## src/rtl/memctl_pkg.sv

```systemverilog
// Shared types and parameter-derivation helpers for the banked A/D/M memory controller.
package memctl_pkg;

  typedef enum logic {
    ST_IDLE  = 1'b0,
    ST_FETCH = 1'b1
  } state_t;

  // Wide enough to hold the largest supported read latency (4).
  localparam int CNT_W = 3;

  function automatic int clog2(input int n);
    int r;
    r = 0;
    while ((1 << r) < n) r++;
    return r;
  endfunction

  function automatic int bank_bits(input int num_banks);
    return (num_banks > 1) ? clog2(num_banks) : 1;
  endfunction

  function automatic int bank_aw(input int addr_w, input int num_banks);
    return addr_w - bank_bits(num_banks);
  endfunction

endpackage

```

## src/rtl/memctl_rd_pipe.sv

```systemverilog
// RD_LAT-deep delay line of {valid, bank}. It follows each BRAM read to the cycle its data
// appears on bram_douta, so the top level can pick the right bank and ignore aborted reads.
module memctl_rd_pipe #(
  parameter int DEPTH     = 1,
  parameter int BANK_BITS = 1
) (
  input  logic                 clk,
  input  logic                 rst,
  input  logic                 flush,
  input  logic                 in_valid,
  input  logic [BANK_BITS-1:0] in_bank,
  output logic                 out_valid,
  output logic [BANK_BITS-1:0] out_bank
);

  logic                 valid_q [DEPTH];
  logic [BANK_BITS-1:0] bank_q  [DEPTH];

  // NOTE: sequential state uses non-blocking (<=) so every stage samples its neighbour's old value.
  always_ff @(posedge clk) begin
    if (rst || flush) begin
      for (int i = 0; i < DEPTH; i++) valid_q[i] <= 1'b0;
    end else begin
      valid_q[0] <= in_valid;
      for (int i = 1; i < DEPTH; i++) valid_q[i] <= valid_q[i-1];
    end
  end

  // NOTE: only the valid bits need reset; a bank index is never looked at while its valid bit is 0.
  always_ff @(posedge clk) begin
    bank_q[0] <= in_bank;
    for (int i = 1; i < DEPTH; i++) bank_q[i] <= bank_q[i-1];
  end

  assign out_valid = valid_q[DEPTH-1];
  assign out_bank  = bank_q[DEPTH-1];

endmodule

```

## src/rtl/banked_memory_controller.sv

```systemverilog
// A/D/M register file and banked BRAM front end; M is fetched with explicit read-latency tracking.
// Optional MEMCTL_OOR_FLAG_EN adds a sticky oor_err output for out-of-range bank accesses.
module banked_memory_controller
  import memctl_pkg::*;
#(
  parameter int  DATA_W    = 16,
  parameter int  ADDR_W    = 16,
  parameter int  NUM_BANKS = 2,
  parameter int  RD_LAT    = 1,
  localparam int BANK_BITS = bank_bits(NUM_BANKS),
  localparam int BANK_AW   = bank_aw(ADDR_W, NUM_BANKS)
) (
  input  logic                        clk,
  input  logic                        rst,
  input  logic                        reg_a_en,
  input  logic                        reg_d_en,
  input  logic                        reg_m_en,
  input  logic [DATA_W-1:0]           data_in,
  output logic [DATA_W-1:0]           reg_a_out,
  output logic [DATA_W-1:0]           reg_d_out,
  output logic [DATA_W-1:0]           reg_m_out,
  output logic                        m_valid,
  output logic                        busy,
  output logic [NUM_BANKS-1:0]        bram_en,
  output logic [NUM_BANKS-1:0]        bram_wea,
  output logic [BANK_AW-1:0]          bram_addra,
  output logic [DATA_W-1:0]           bram_dina,
  input  logic [NUM_BANKS*DATA_W-1:0] bram_douta
`ifdef MEMCTL_OOR_FLAG_EN
  ,
  output logic                        oor_err
`endif
);

  state_t               state_q, state_d;
  logic                 pend_q, pend_d;
  logic [CNT_W-1:0]     cnt_q, cnt_d;
  logic                 do_issue, do_capture, flush;
  logic [ADDR_W-1:0]    issue_addr;
  logic [ADDR_W-1:0]    a_addr;
  logic                 rd_q;
  logic [BANK_BITS-1:0] bank_q;
  logic                 pipe_valid;
  logic [BANK_BITS-1:0] pipe_bank;
  logic [DATA_W-1:0]    rd_data;

  assign a_addr = reg_a_out[ADDR_W-1:0];

  function automatic logic [BANK_BITS-1:0] bank_of(input logic [ADDR_W-1:0] addr);
    return addr[ADDR_W-1 -: BANK_BITS];
  endfunction

  function automatic logic in_range(input logic [BANK_BITS-1:0] b);
    return int'(b) < NUM_BANKS;
  endfunction

  function automatic logic [NUM_BANKS-1:0] one_hot(input logic [ADDR_W-1:0] addr);
    logic [NUM_BANKS-1:0] oh;
    oh = '0;
    for (int i = 0; i < NUM_BANKS; i++) begin
      if (int'(bank_of(addr)) == i) oh[i] = 1'b1;
    end
    return oh;
  endfunction

  // pend marks a fetch of the current A that still has to be launched: after reset, and after a
  // write that shared its edge with a new A (the port was busy with the write that cycle).
  always_comb begin
    // NOTE: every always_comb output gets a default first so no path can infer a latch.
    state_d    = state_q;
    pend_d     = pend_q;
    cnt_d      = cnt_q;
    do_issue   = 1'b0;
    do_capture = 1'b0;
    flush      = 1'b0;
    issue_addr = a_addr;
    if (reg_m_en) begin
      flush = 1'b1;
      if (reg_a_en) begin
        state_d = ST_FETCH;
        pend_d  = 1'b1;
      end else begin
        state_d = ST_IDLE;
        pend_d  = 1'b0;
      end
    end else if (reg_a_en) begin
      flush      = 1'b1;
      do_issue   = 1'b1;
      issue_addr = data_in[ADDR_W-1:0];
      state_d    = ST_FETCH;
      pend_d     = 1'b0;
      cnt_d      = CNT_W'(RD_LAT);
    end else if (state_q == ST_FETCH) begin
      if (pend_q) begin
        do_issue = 1'b1;
        pend_d   = 1'b0;
        cnt_d    = CNT_W'(RD_LAT);
      end else if (cnt_q == '0) begin
        do_capture = 1'b1;
        state_d    = ST_IDLE;
      end else begin
        cnt_d = cnt_q - CNT_W'(1);
      end
    end
  end

  always_ff @(posedge clk) begin
    if (rst) begin
      state_q <= ST_FETCH;
      pend_q  <= 1'b1;
      cnt_q   <= '0;
    end else begin
      state_q <= state_d;
      pend_q  <= pend_d;
      cnt_q   <= cnt_d;
    end
  end

  always_comb begin
    m_valid = (state_q == ST_IDLE);
    busy    = (state_q == ST_FETCH);
  end

  always_comb begin
    rd_data = '0;
    if (pipe_valid && in_range(pipe_bank)) begin
      rd_data = bram_douta[int'(pipe_bank)*DATA_W +: DATA_W];
    end
  end

  // BRAM enables are single-cycle pulses; address and write data hold between accesses.
  always_ff @(posedge clk) begin
    if (rst) begin
      reg_a_out  <= '0;
      reg_d_out  <= '0;
      reg_m_out  <= '0;
      bram_en    <= '0;
      bram_wea   <= '0;
      bram_addra <= '0;
      bram_dina  <= '0;
      rd_q       <= 1'b0;
      bank_q     <= '0;
    end else begin
      bram_en  <= '0;
      bram_wea <= '0;
      rd_q     <= 1'b0;
      if (reg_d_en) reg_d_out <= data_in;
      if (reg_a_en) reg_a_out <= data_in;
      if (reg_m_en) begin
        bram_en    <= one_hot(a_addr);
        bram_wea   <= one_hot(a_addr);
        bram_addra <= a_addr[BANK_AW-1:0];
        bram_dina  <= data_in;
        if (!reg_a_en) reg_m_out <= data_in;
      end else if (do_issue) begin
        bram_en    <= one_hot(issue_addr);
        bram_addra <= issue_addr[BANK_AW-1:0];
        rd_q       <= 1'b1;
        bank_q     <= bank_of(issue_addr);
      end
      if (do_capture) reg_m_out <= rd_data;
    end
  end

  memctl_rd_pipe #(
    .DEPTH     (RD_LAT),
    .BANK_BITS (BANK_BITS)
  ) u_rd_pipe (
    .clk       (clk),
    .rst       (rst),
    .flush     (flush),
    .in_valid  (rd_q),
    .in_bank   (bank_q),
    .out_valid (pipe_valid),
    .out_bank  (pipe_bank)
  );

`ifdef MEMCTL_OOR_FLAG_EN
  logic oor_hit;
  assign oor_hit = (reg_m_en && !in_range(bank_of(a_addr)))
                || (do_issue && !in_range(bank_of(issue_addr)));

  always_ff @(posedge clk) begin
    if (rst)          oor_err <= 1'b0;
    else if (oor_hit) oor_err <= 1'b1;
  end
`endif

endmodule

```

## config.mk

```make
export PLATFORM = sky130hd
export DESIGN_NAME = banked_memory_controller
export DESIGN_NICKNAME = d
export VERILOG_FILES = /design/src/rtl/memctl_pkg.sv /design/src/rtl/memctl_rd_pipe.sv /design/src/rtl/banked_memory_controller.sv
export SDC_FILE = /design/constraint.sdc
export NUM_CORES = 1
export LEC_CHECK = 0
export ABC_AREA = 0
export CORE_AREA = 2 2 96 98
export DETAILED_ROUTE_END_ITERATION = 8
export DIE_AREA = 0 0 98 100
export PLACE_DENSITY = 0.89
export SYNTH_ARGS = -nofsm -noshare
export SYNTH_HDL_FRONTEND = slang
export SYNTH_SLANG_ARGS = --single-unit
```

## constraint.sdc

```tcl
create_clock -name clk -period 2 [get_ports clk]
set_input_delay 0.4 -clock clk [delete_from_list [all_inputs] [get_ports clk]]
set_output_delay 0.4 -clock clk [all_outputs]
set_load 0.005 [all_outputs]
```

## After elaboration in Yosys (flattened, before gate mapping)

Memories as Yosys holds them, arrays and structs flattened.
Index checks and enable logic that the tools add are counted.

- Register bits after elaboration: 90
- Memory bits (writable): 2
- Output and inout port bits: 85
- Logic and storage cells: 75
- Memories kept: 2

Memories:

| memory | words | bits a word | read ports | clocked after Yosys merged registers in | write ports | line | source |
|---|---|---|---|---|---|---|---|
| u_rd_pipe.bank_q | 1 | 1 | 1 | 0 | 1 | memctl_rd_pipe.sv:17 | `logic [BANK_BITS-1:0] bank_q [DEPTH];` |
| u_rd_pipe.valid_q | 1 | 1 | 1 | 0 | 1 | memctl_rd_pipe.sv:16 | `logic valid_q [DEPTH];` |

- Add/subtract/negate cells: 1
- Eq/ne operators: 2
- Shift-type cells: 1
- Multiplexer cells: 43
- Bitwise operators: 2
- Reductions and logical operators: 12

Operators by type and width:

| operator | number |
|---|---|
| two-way mux 16 bit | 6 |
| indexed part select 32 x 6 -> 16 bit | 1 |
| two-way mux 15 bit | 2 |
| two-way mux 1 bit | 29 |
| two-way mux 3 bit | 4 |
| nonzero test 2 bit | 3 |
| two-way mux 2 bit | 2 |
| AND reduction 2 bit | 2 |
| OR reduction 2 bit | 2 |
| zero test 3 bit | 1 |
| != test 3 bit, second input constant | 1 |
| AND reduction 3 bit | 1 |
| nonzero test 3 bit | 1 |
| subtractor 3 x 1 -> 3 bit, second input constant | 1 |
| != test 2 x 1 -> 1 bit, second input constant | 1 |
| NOT 1 bit | 2 |
| logical OR 1 bit | 1 |
| OR reduction 1 bit | 1 |

## Longest topological paths before layout

Gate-level depths: netlist of run 1.

- Depth in word-level cells: 8
- Gate-level depth with buffers: 7

## Hierarchy

From an unflattened synthesis of run 1, not the netlist that was laid out.

- Cells, all modules: 380
- Area total of the unflattened synthesis: 3,908.7 um^2

By module, submodules not included:

| module | instances | cells each | area an instance (um^2) |
|---|---|---|---|
| banked_memory_controller | 1 | 377 | 3,856.2 |
| memctl_rd_pipe | 1 | 3 | 52.6 |

## Worst setup path after synthesis of run 1

OpenSTA, ideal clock, no wires.

- Kind: register to register
- Start: register cnt_q[0]
- End: register cnt_q[1]
- Library setup time: 74 ps
- Arrival time: 1,568 ps
- Data required time: 1,926 ps
- Path slack: 358 ps
- Cell stages (with the launch flop): 7
- Clock period less this slack: 1,642 ps
- Path through: dfxtp_1 -> inv_1 -> ha_1 -> or2b_1 -> or3b_1 -> or4_1 -> o21ai_0

- Longest elaborated chain between the ends: 5
- Elaborated cells between the ends (all ways): 8

Ends and longest elaborated chain:

| item | line | source |
|---|---|---|
| start, declared | banked_memory_controller.sv:37 | `logic [CNT_W-1:0] cnt_q, cnt_d;` |
| start signal, assigned | banked_memory_controller.sv:115 | `cnt_q <= cnt_d;` |
| subtractor 3 x 1 -> 3 bit | banked_memory_controller.sv:102 | `cnt_d = cnt_q - CNT_W'(1);` |
| two-way mux 3 bit | banked_memory_controller.sv:98 | `end else if (cnt_q == '0) begin` |
| two-way mux 3 bit | banked_memory_controller.sv:94 | `if (pend_q) begin` |
| two-way mux 3 bit | banked_memory_controller.sv:93 | `end else if (state_q == ST_FETCH) begin` |
| two-way mux 3 bit | banked_memory_controller.sv:86 | `end else if (reg_a_en) begin` |

Parallel ways exist; a longest one is shown, timed or not. The select of a mux whose other input is x is not followed.
A chain may end at the register's enable or synchronous reset.

## Final worst setup path of run 1

- Start: register state_q, in the netlist busy
- End: output port busy

RTL lines:

| item | line | source |
|---|---|---|
| start, declared | banked_memory_controller.sv:35 | `state_t state_q, state_d;` |
| start signal, assigned | banked_memory_controller.sv:113 | `state_q <= state_d;` |
| end, declared | banked_memory_controller.sv:23 | `output logic busy,` |

No word-level cell between the ends.

==> flow_metrics.py, run 1 <==
metrics = {
    "critical_path": {
        "rrSetupSlack_ns": 0.20,
        "cp-start-kind": "flip-flop",
        "critPathMaxStageDelay_ns": 0.57,
        "worstPathCellList": "clkdlybuf4s50_1",
        "criticalPathCategory": "reg -> out",
        "cp_num_buf_inv": 1,
        "r2r_start": "cnt_q[0]",
        "path_delay_family": "buffers and inverters",
        "slowest_stage": "clkdlybuf4s50_1",
        "worstPathMaxFanout": 9,
        "required_ns": 1.60,
        "regToRegEndpoint": "cnt_q[1]",
        "endpoint_kind": "primary output",
        "worstRegToRegCells": 6,
        "arrival_ns": 1.45,
    },
    "synthesis": {
        "ys_seq_elements": 92,
        "post-synth-top-area-cell": "dfxtp_1",
        "synth-async-reset-ratio_pct": 0,
        "yosysWarnings": 0,
        "yosys.cell_types.count": 39,
        "syn-num-nets": 461,
        "synth.top_cell.area_share_pct": 47.8,
        "seq_area_frac_synth_pct": 47.8,
        "avgSynthCellArea_um2": 9.49,
        "synth_edf_count": 0,
        "synth_area_mm2": 0.00385,
        "netlist_instances": 406,
        "synth_ff_type": "dfxtp_1",
        "synthTopCellsByArea": "dfxtp_1 48%, mux2i_1 13%, nor2_1 6.4%, a211oi_1 5.7%, mux2_2 4.7%",
    },
    "timing": {
        "min_period_ns": 1.85,
        "tightest_slew_ns": 0.682,
        "final-max-slew-violation-count": 0,
        "max_freq_mhz": 541,
        "setup_viol": 0,
        "slew_headroom_pct": 54.5,
        "rsz0062_at_grt": "no",
        "setup_tns_ns": 0,
        "skew_ns": 0.0104,
        "hold_viol": 0,
        "layout_worst_path_cycle_share_pct": 92.4,
    },
    "floorplan": {
        "core_mm2": 0.00889,
        "dieArea_mm2": 0.00980,
        "placementRows": 35,
        "die_w_um": 98,
        "die_h_um": 100,
        "start_util_pct": 43.3,
        "pin_count": 138,
    },
    "cells_and_area": {
        "diodes": 0,
        "final_common_cell": "clkdlybuf4s50_1",
        "nets": 586,
        "area_growth_pct": 43.1,
        "mostFrequentLayoutCells": "135 x clkdlybuf4s50_1, 92 x dfxtp_1, 66 x nor2_1",
        "fin_util_pct": 62.0,
        "drive_gt1_share_pct": 9.70,
        "fillCellCount": 742,
    },
    "clock_tree": {
        "cts.repair.resized": 0,
        "cts_hold_buf": 0,
        "numCtsBuffers": 9,
        "cts.root.buffer_cell": "clkbuf_8",
        "cts.htree.levels": 3,
        "clkTransAtPathRegs_ns": 0.09,
        "postCtsSetupBuffers": 0,
        "cts_tree": "done",
        "clock_latency_ns": 0.35,
        "clk_path_buf_depth": 2,
        "clock-sinks": 92,
    },
    "drt": {
        "met2RoutedLength_mm": 5.40,
        "route.met3.wl_um": 603,
        "firstDrtPassIters": 4,
        "totalWireLength_mm": 10.7,
        "drc": 0,
        "met1_length_mm": 4.49,
        "vias": 3438,
        "ant_nets": 0,
        "vias_per_cell": 5.31,
        "highest_layer": "met4",
        "wl_per_cell_um": 16.6,
        "drtIter0Drc": 139,
    },
    "grt": {
        "grt_pass1_wl_mm": 17.2,
        "antenna_found_initial": 0,
        "grt.overflow.total": 0,
        "grt_usage_pct": 22.1,
        "grt_max_degree": 33,
        "first_global_vias": 3360,
    },
    "worst_hold_path": {
        "holdPathStages": 0,
        "hold_end": "u_rd_pipe.bank_q[0]",
        "hp-start": "bank_q",
        "hold_class": "reg -> reg",
    },
    "power_and_ir_drop": {
        "peakVddDrop_uv": 514,
        "p_leak_nw": 2.15,
        "power_density_mw_per_mm2": 718,
    },
    "place": {
        "hpwl_mm": 7.78,
        "place.gp.congestion": 0.861,
        "port_buffers": 137,
    },
    "flow_run": {
        "max-cap-violations": 0,
    },
    "run_status": {
        "status": "complete, no violations",
    },
}
==> stage by stage <==
step | cells | hold WS (ns) | setup slack, ns | cell area [um2] | total power [W]
2_1_floorplan | 406 | 0.325 | 0.358 | 3850 | 0.00239
3_3_place_gp | 631 | 0.343 | 0.0403 | 5320 | 0.00279
3_5_place_dp | 631 | 0.344 | 0.0197 | 5320 | 0.00281
4_1_cts | 647 | 0.349 | 0.145 | 5510 | 0.00398
5_1_grt | 647 | 0.362 | 0.0612 | 5510 | 0.00415
6_report | 647 | 0.342 | 0.152 | 5510 | 0.00396
==> power breakdown <==
part           internal, W  leakage (nW)  switching, W
clock network     0.000556        0.0998      0.000625
logic             0.000437          1.29      0.000317
registers          0.00194         0.757     0.0000766
total              0.00294          2.15       0.00102
==> worst max path at each step <==
stage | startpoint | endpoint | slack (ns) | cells past startpoint
final | busy | busy | 0.15 | 1
after CTS | busy | busy | 0.15 | 1
after global routing | busy | busy | 0.06 | 1
after floorplan | cnt_q[0] | cnt_q[1] | 0.36 | 6
after global placement | reg_a_en | reg_m_out[9] | 0.04 | 6
after detailed placement | reg_a_en | reg_m_out[10] | 0.02 | 6
==> area by class of cell <==
| type | instances | area (um2) | share of cell area (%) |
|---|---|---|---|
| inverter | 5 | 18.8 | 0.341 |
| timing repair buffer | 149 | 1500 | 27.2 |
| clock buffer | 13 | 169 | 3.07 |
| sequential | 92 | 1840 | 33.4 |
| clock inverter | 3 | 18.8 | 0.341 |
| tap | 111 | 139 | 2.52 |
| multi-input combinational | 274 | 1820 | 33.1 |
==> synthesized netlist by cell type, types with 5 or more instances <==
library cell and instances:
o22ai_1 12, a21oi_1 17, buf_2 12, o21ai_0 5, dfxtp_1 92, buf_1 6
clkbuf_1 12, nor2_1 66, nand2_1 31, nor2b_1 18, mux2i_1 49, a211oi_1 29
mux2_2 16, inv_1 5
==> layer usage <==
metal	up-vias	GRT usage, %
li1	1658	-
met1	1640	27.1
met2	122	37.6
met3	18	5.92
met4	0	7.80
met5	-	0
==> registers in the layout, indices dropped and copies added (netlist names), 2 cells and up <==
| name | count |
|---|---|
| bram_en | 2 |
| reg_a_out | 16 |
| reg_m_out | 16 |
| bram_dina | 16 |
| bram_addra | 15 |
| reg_d_out | 16 |
| cnt_q | 3 |
| bram_wea | 2 |
==> cells by family (layout without fill, tap and decap cells) <==
family          Yosys count  after routing  synth area share, %
simple gates            129            129                 15.3
mux                      65             65                 17.4
fa+ha+maj                 2              2                0.650
compound gates           78             78                 13.9
flops                    92             92                 47.8
buf+inv                  40            170                 4.97
==> worst reg2reg max path, delay by kind of cell, from the launching register on <==
family | cells | cell delay, ns
compound gates | 1 | 0.09
fa+ha+maj | 1 | 0.20
buf+inv | 1 | 0.08
flops | 1 | 0.34
simple gates | 3 | 1.01
No activity file was read; power rests on OpenSTA's default activity.
==> run 2, diff against run 1 <==
--- a/config.mk
+++ b/config.mk
@@ -6,10 +6,11 @@
 export NUM_CORES = 1
 export LEC_CHECK = 0
 export ABC_AREA = 0
-export CORE_AREA = 2 2 96 98
+export CORE_AREA = 2 2 97 99
 export DETAILED_ROUTE_END_ITERATION = 8
-export DIE_AREA = 0 0 98 100
-export PLACE_DENSITY = 0.89
+export DIE_AREA = 0 0 99 101
+export PLACE_DENSITY = 0.88
 export SYNTH_ARGS = -nofsm -noshare
 export SYNTH_HDL_FRONTEND = slang
+export SYNTH_HIERARCHICAL = 1
 export SYNTH_SLANG_ARGS = --single-unit
==> flow_metrics.py, run 2 <==
metrics = {
    "run_status": {
        "status": "complete, no violations",
    },
    "drt": {
        "drtIter0Drc": 113,
        "wl_per_cell_um": 18.1,
        "vias": 3429,
        "ant_nets": 0,
        "drc": 0,
        "firstDrtPassIters": 4,
        "vias_per_cell": 5.51,
        "totalWireLength_mm": 11.3,
    },
    "worst_hold_path": {
        "hp-start": "bank_q",
        "holdPathStages": 0,
        "hold_class": "reg -> reg",
    },
    "grt": {
        "grt_max_degree": 63,
        "grt_usage_pct": 22.2,
        "grt.overflow.total": 0,
        "first_global_vias": 3478,
        "antenna_found_initial": 0,
        "grt_pass1_wl_mm": 17.7,
    },
    "cells_and_area": {
        "nets": 562,
        "diodes": 0,
        "mostFrequentLayoutCells": "135 x clkdlybuf4s50_1, 92 x dfxtp_1, 63 x mux2i_1",
        "fillCellCount": 749,
        "final_cell_area_mm2": 0.00555,
        "drive_gt1_share_pct": 11.2,
        "final_cells": 622,
        "fin_util_pct": 61.8,
        "final_common_cell": "clkdlybuf4s50_1",
        "area_growth_pct": 42.0,
    },
    "clock_tree": {
        "clock-sinks": 92,
        "cts_hold_buf": 0,
        "clkTransAtPathRegs_ns": 0.09,
        "numCtsBuffers": 9,
        "cts.repair.resized": 0,
        "clk_path_buf_depth": 2,
        "cts.root.buffer_cell": "clkbuf_8",
        "cts.htree.levels": 3,
        "postCtsSetupBuffers": 0,
        "clock_latency_ns": 0.35,
        "cts_tree": "done",
    },
    "timing": {
        "layout_worst_path_cycle_share_pct": 90.9,
        "final-max-slew-violation-count": 0,
        "min_period_ns": 1.82,
        "slew_headroom_pct": 42.2,
        "setup_viol": 0,
        "skew_ns": 0.0123,
        "rsz0062_at_grt": "no",
        "max_freq_mhz": 550,
        "hold_viol": 0,
        "fin_hold_ws_ns": 0.355,
        "tightest_slew_ns": 0.863,
    },
    "floorplan": {
        "dieArea_mm2": 0.0100,
        "start_util_pct": 43.5,
        "placementRows": 35,
        "die_w_um": 99,
        "core_mm2": 0.00898,
        "die_h_um": 101,
        "pin_count": 138,
    },
    "power_and_ir_drop": {
        "power_density_mw_per_mm2": 709,
        "peakVddDrop_uv": 506,
        "p_leak_nw": 2.20,
    },
    "critical_path": {
        "worstPathMaxFanout": 16,
        "r2r_start": "cnt_q[0]",
        "cp-start-kind": "input port",
        "worstRegToRegCells": 5,
        "crit_start": "reg_a_en",
        "criticalPathCategory": "in -> reg",
        "required_ns": 2.26,
        "arrival_ns": 2.08,
        "endpoint_kind": "flip-flop",
    },
    "synthesis": {
        "synth_ff_type": "dfxtp_1",
        "synth.most_common_cell": "dfxtp_1",
        "ys_seq_elements": 92,
        "synth-async-reset-ratio_pct": 0,
        "post-synth-top-area-cell": "dfxtp_1",
        "yosys.cell_types.count": 39,
        "synth_edf_count": 0,
        "yosysWarnings": 6,
        "seq_area_frac_synth_pct": 47.1,
        "netlist_instances": 380,
        "synth_commonest_cells": "92 x dfxtp_1, 63 x mux2i_1, 45 x nor2_1, 33 x a211oi_1, 20 x mux2_2",
        "syn-num-nets": 435,
        "synth_area_mm2": 0.00391,
        "avgSynthCellArea_um2": 10.3,
        "synth.top_cell.area_share_pct": 47.1,
        "synthTopCellsByArea": "dfxtp_1 47%, mux2i_1 16%, a211oi_1 6.3%, mux2_2 5.8%, nor2_1 4.3%",
    },
    "place": {
        "post_dp_cell_area_mm2": 0.00537,
        "hpwl_mm": 8.00,
        "port_buffers": 137,
        "placed_cells": 607,
        "place.gp.congestion": 0.837,
    },
    "flow_run": {
        "max-cap-violations": 0,
    },
}
-- run 2: worst paths after layout --
check,slack (ns),endpoint
worst max-delay path,0.18,reg_m_out[6]
worst min-delay path,0.36,u_rd_pipe/bank_q[0]
worst max register to register,0.36,reg_m_out[6]
worst min register to register,0.36,u_rd_pipe/bank_q[0]
-- run 2: kinds of logic after synthesis --
| kind of cell | share of synthesized area [%] |
|---|---|
| flops | 47.1 |
| buf+inv | 5.28 |
| mux | 21.9 |
| fa+ha+maj | 0.640 |
| simple gates | 12.8 |
| compound gates | 12.3 |
-- run 2: per-layer routing --
metal	GRT usage (%)	routed length, um	part of all wire (%)
met5	0	0	0
met4	5.06	144	1.3
met3	6.52	634	5.6
met2	39.8	5920	52
met1	26.3	4580	41
-- run 2: critical path, cell delays in order --
cell and delay, ns:
clkdlybuf4s50_1 0.53, or2_1 0.32, or2_1 0.49, a211oi_1 0.33
-- run 2: layout make-up --
type	instances	area, um2	area share [%]
clock buffers	11	151	2.73
clock inverters	4	25.0	0.451
inverters	6	22.5	0.406
multi-input cells	245	1860	33.6
flip-flops and latches	92	1840	33.2
well taps	111	139	2.50
repair buffers	153	1510	27.1
-- run 2: power breakdown --
part	total [W]	internal, W	switching, W
clock	0.00114	0.000509	0.000632
sequential	0.00202	0.00195	0.0000734
combinational	0.000773	0.000448	0.000325
-- run 2: per-stage QoR --
step	total power, W	worst slack (ns)	TNS, ns
global route	0.00409	0.0939	0
detailed placement	0.00283	-0.172	-3.43
finish	0.00393	0.181	0
floorplan	0.00240	0.450	0
CTS	0.00396	0.191	0
global placement	0.00280	-0.0756	-1.24
==> run 3, diff against run 2 <==
--- a/config.mk
+++ b/config.mk
@@ -10,6 +10,7 @@
 export DETAILED_ROUTE_END_ITERATION = 8
 export DIE_AREA = 0 0 99 101
 export PLACE_DENSITY = 0.88
+export SKIP_LAST_GASP = 1
 export SYNTH_ARGS = -nofsm -noshare
 export SYNTH_HDL_FRONTEND = slang
 export SYNTH_HIERARCHICAL = 1
==> results of run 3 <==
Same layout as run 2: the final DEF is identical, and so are final timing and power.
==> RTL edit (config.mk and constraints of run 2) <==
Add a define of `MEMCTL_OOR_FLAG_EN`.
--- a/src/rtl/banked_memory_controller.sv
+++ b/src/rtl/banked_memory_controller.sv
@@ -1,4 +1,6 @@
 // A/D/M register file and banked BRAM front end; M is fetched with explicit read-latency tracking.
 // Optional MEMCTL_OOR_FLAG_EN adds a sticky oor_err output for out-of-range bank accesses.
+`define MEMCTL_OOR_FLAG_EN
+
 module banked_memory_controller
   import memctl_pkg::*;
Check against the original RTL (old outputs only; new: oor_err): equivalent (equiv_simple and equiv_induct, registers matched by name and starting in step).
==> RTL edit against run 2 <==
- sequential cell count unchanged
- clock skew decreased by 0.0072 ns
- synthesized area increased by 0.29%
- final area increased by 1.1%
- routed wire length decreased by 1.8%
- worst setup slack got worse by 0.0065 ns
- die area unchanged
- power increased by 5.1%
- critical path type unchanged
- critical endpoint is now bram_addra[9]$_SDFFE_PP0P_
==> RTL edit: results (changes against run 2) <==
Drt
  • Total Wirelength: 11100 um (-1.8%)
  • Met2 wire len: 5680 um (-4.2%)
  • DR vias/cell: 5.55 (+0.59%)
  • M1 WL: 4550 um (-0.61%)
  • Met3 routed WL: 669 um (+5.5%)

Outcome
  • Run status: finished, final reports clean

Pwr
  • Clock share of power: 0.324 (+0.034)
  • Sw power: 1.00 mW (-2.5%)
  • Comb power: 0.774 mW (about the same)
  • Leakage: 2.23 nW (+1.7%)

Synth
  • Syn Nets: 437 (+0.46%)
  • Sequential-to-total area share from yosys stat: 0.470 (-0.00135)
  • Mean Syn Cell Area: 10.3 sq um (-0.24%)
  • Yosys cell types: 40 (+2.6%)
  • Area contributors post-synth: dfxtp_1 47%, mux2i_1 16%, a211oi_1 6.3%, mux2_2 5.7%, nor2_1 4.3%

Placement
  • Dpl cell area: 0.00540 sq mm (+0.44%)
  • Placed Instances: 609 (+0.33%)
  • Setup Slack @ Placement: -0.121 ns (+0.0507 ns)
  • HPWL Detailed: 8100 um (+1.3%)

Timing
  • Worst-Margin Slew: 0.855 ns (-0.00829 ns)
  • Setup ws final: 0.175 ns (-0.00650 ns)
  • Fin Clk Skew: 0.00510 ns (-0.00718 ns)
  • Final hold slack: 0.376 ns (+0.0202 ns)

GRT
  • Gr usage total: 0.215 (-0.00694)
  • Vias in the first global route: 3388 (-2.6%)
  • Global-route wire length before repair: 17200 um (-2.9%)
  • Largest net degree at the start of global routing: 46 (-27%)

Final layout
  • Share of cells above drive strength 1: 0.113 (+0.00129)
  • Cell Count, Final, Fillers Out: 625 (+0.48%)
  • Nets@finish: 564 (+0.36%)
  • # fillers: 722 (-3.6%)

Setup path
  • CP Max Fanout: 12 (-4)
  • Reg2reg end: reg_m_out[1]$_SDFFE_PP0P_
  • Critical Path Sink: bram_addra[9]$_SDFFE_PP0P_
-- RTL edit: cell types whose count changed in the layout (fill, tap and decap cells not counted) --
cell        delta
clkinv_2       +1
bufinv_16      +2
conb_1         +1
clkbuf_8       -1
buf_12         +1
clkbuf_1       +1
clkinvlp_4     -2
-- RTL edit: layout make-up --
class | count | area share
multi-input combinational | 246 | 0.333
inverter | 6 | 0.00401
tap | 111 | 0.0247
sequential | 92 | 0.328
timing repair buffer | 154 | 0.272
clock inverter | 5 | 0.0134
clock buffer | 11 | 0.0252
-- RTL edit: critical path, cell delays in order --
cell and delay [ns]:
clkdlybuf4s50_1 0.53, a21o_1 0.23, nor2_1 0.65, a311o_1 0.29
-- RTL edit: kinds of logic after synthesis --
kind of cell | count (synthesis) | share of synthesized area
and+or+nand+nor | 99 | 0.128
DFF | 92 | 0.470
muxes | 83 | 0.218
AOI/OAI and AO/OA | 61 | 0.122
buffers and inverters | 44 | 0.0546
adders and majority gates | 2 | 0.00638
other | 1 | 0.000957
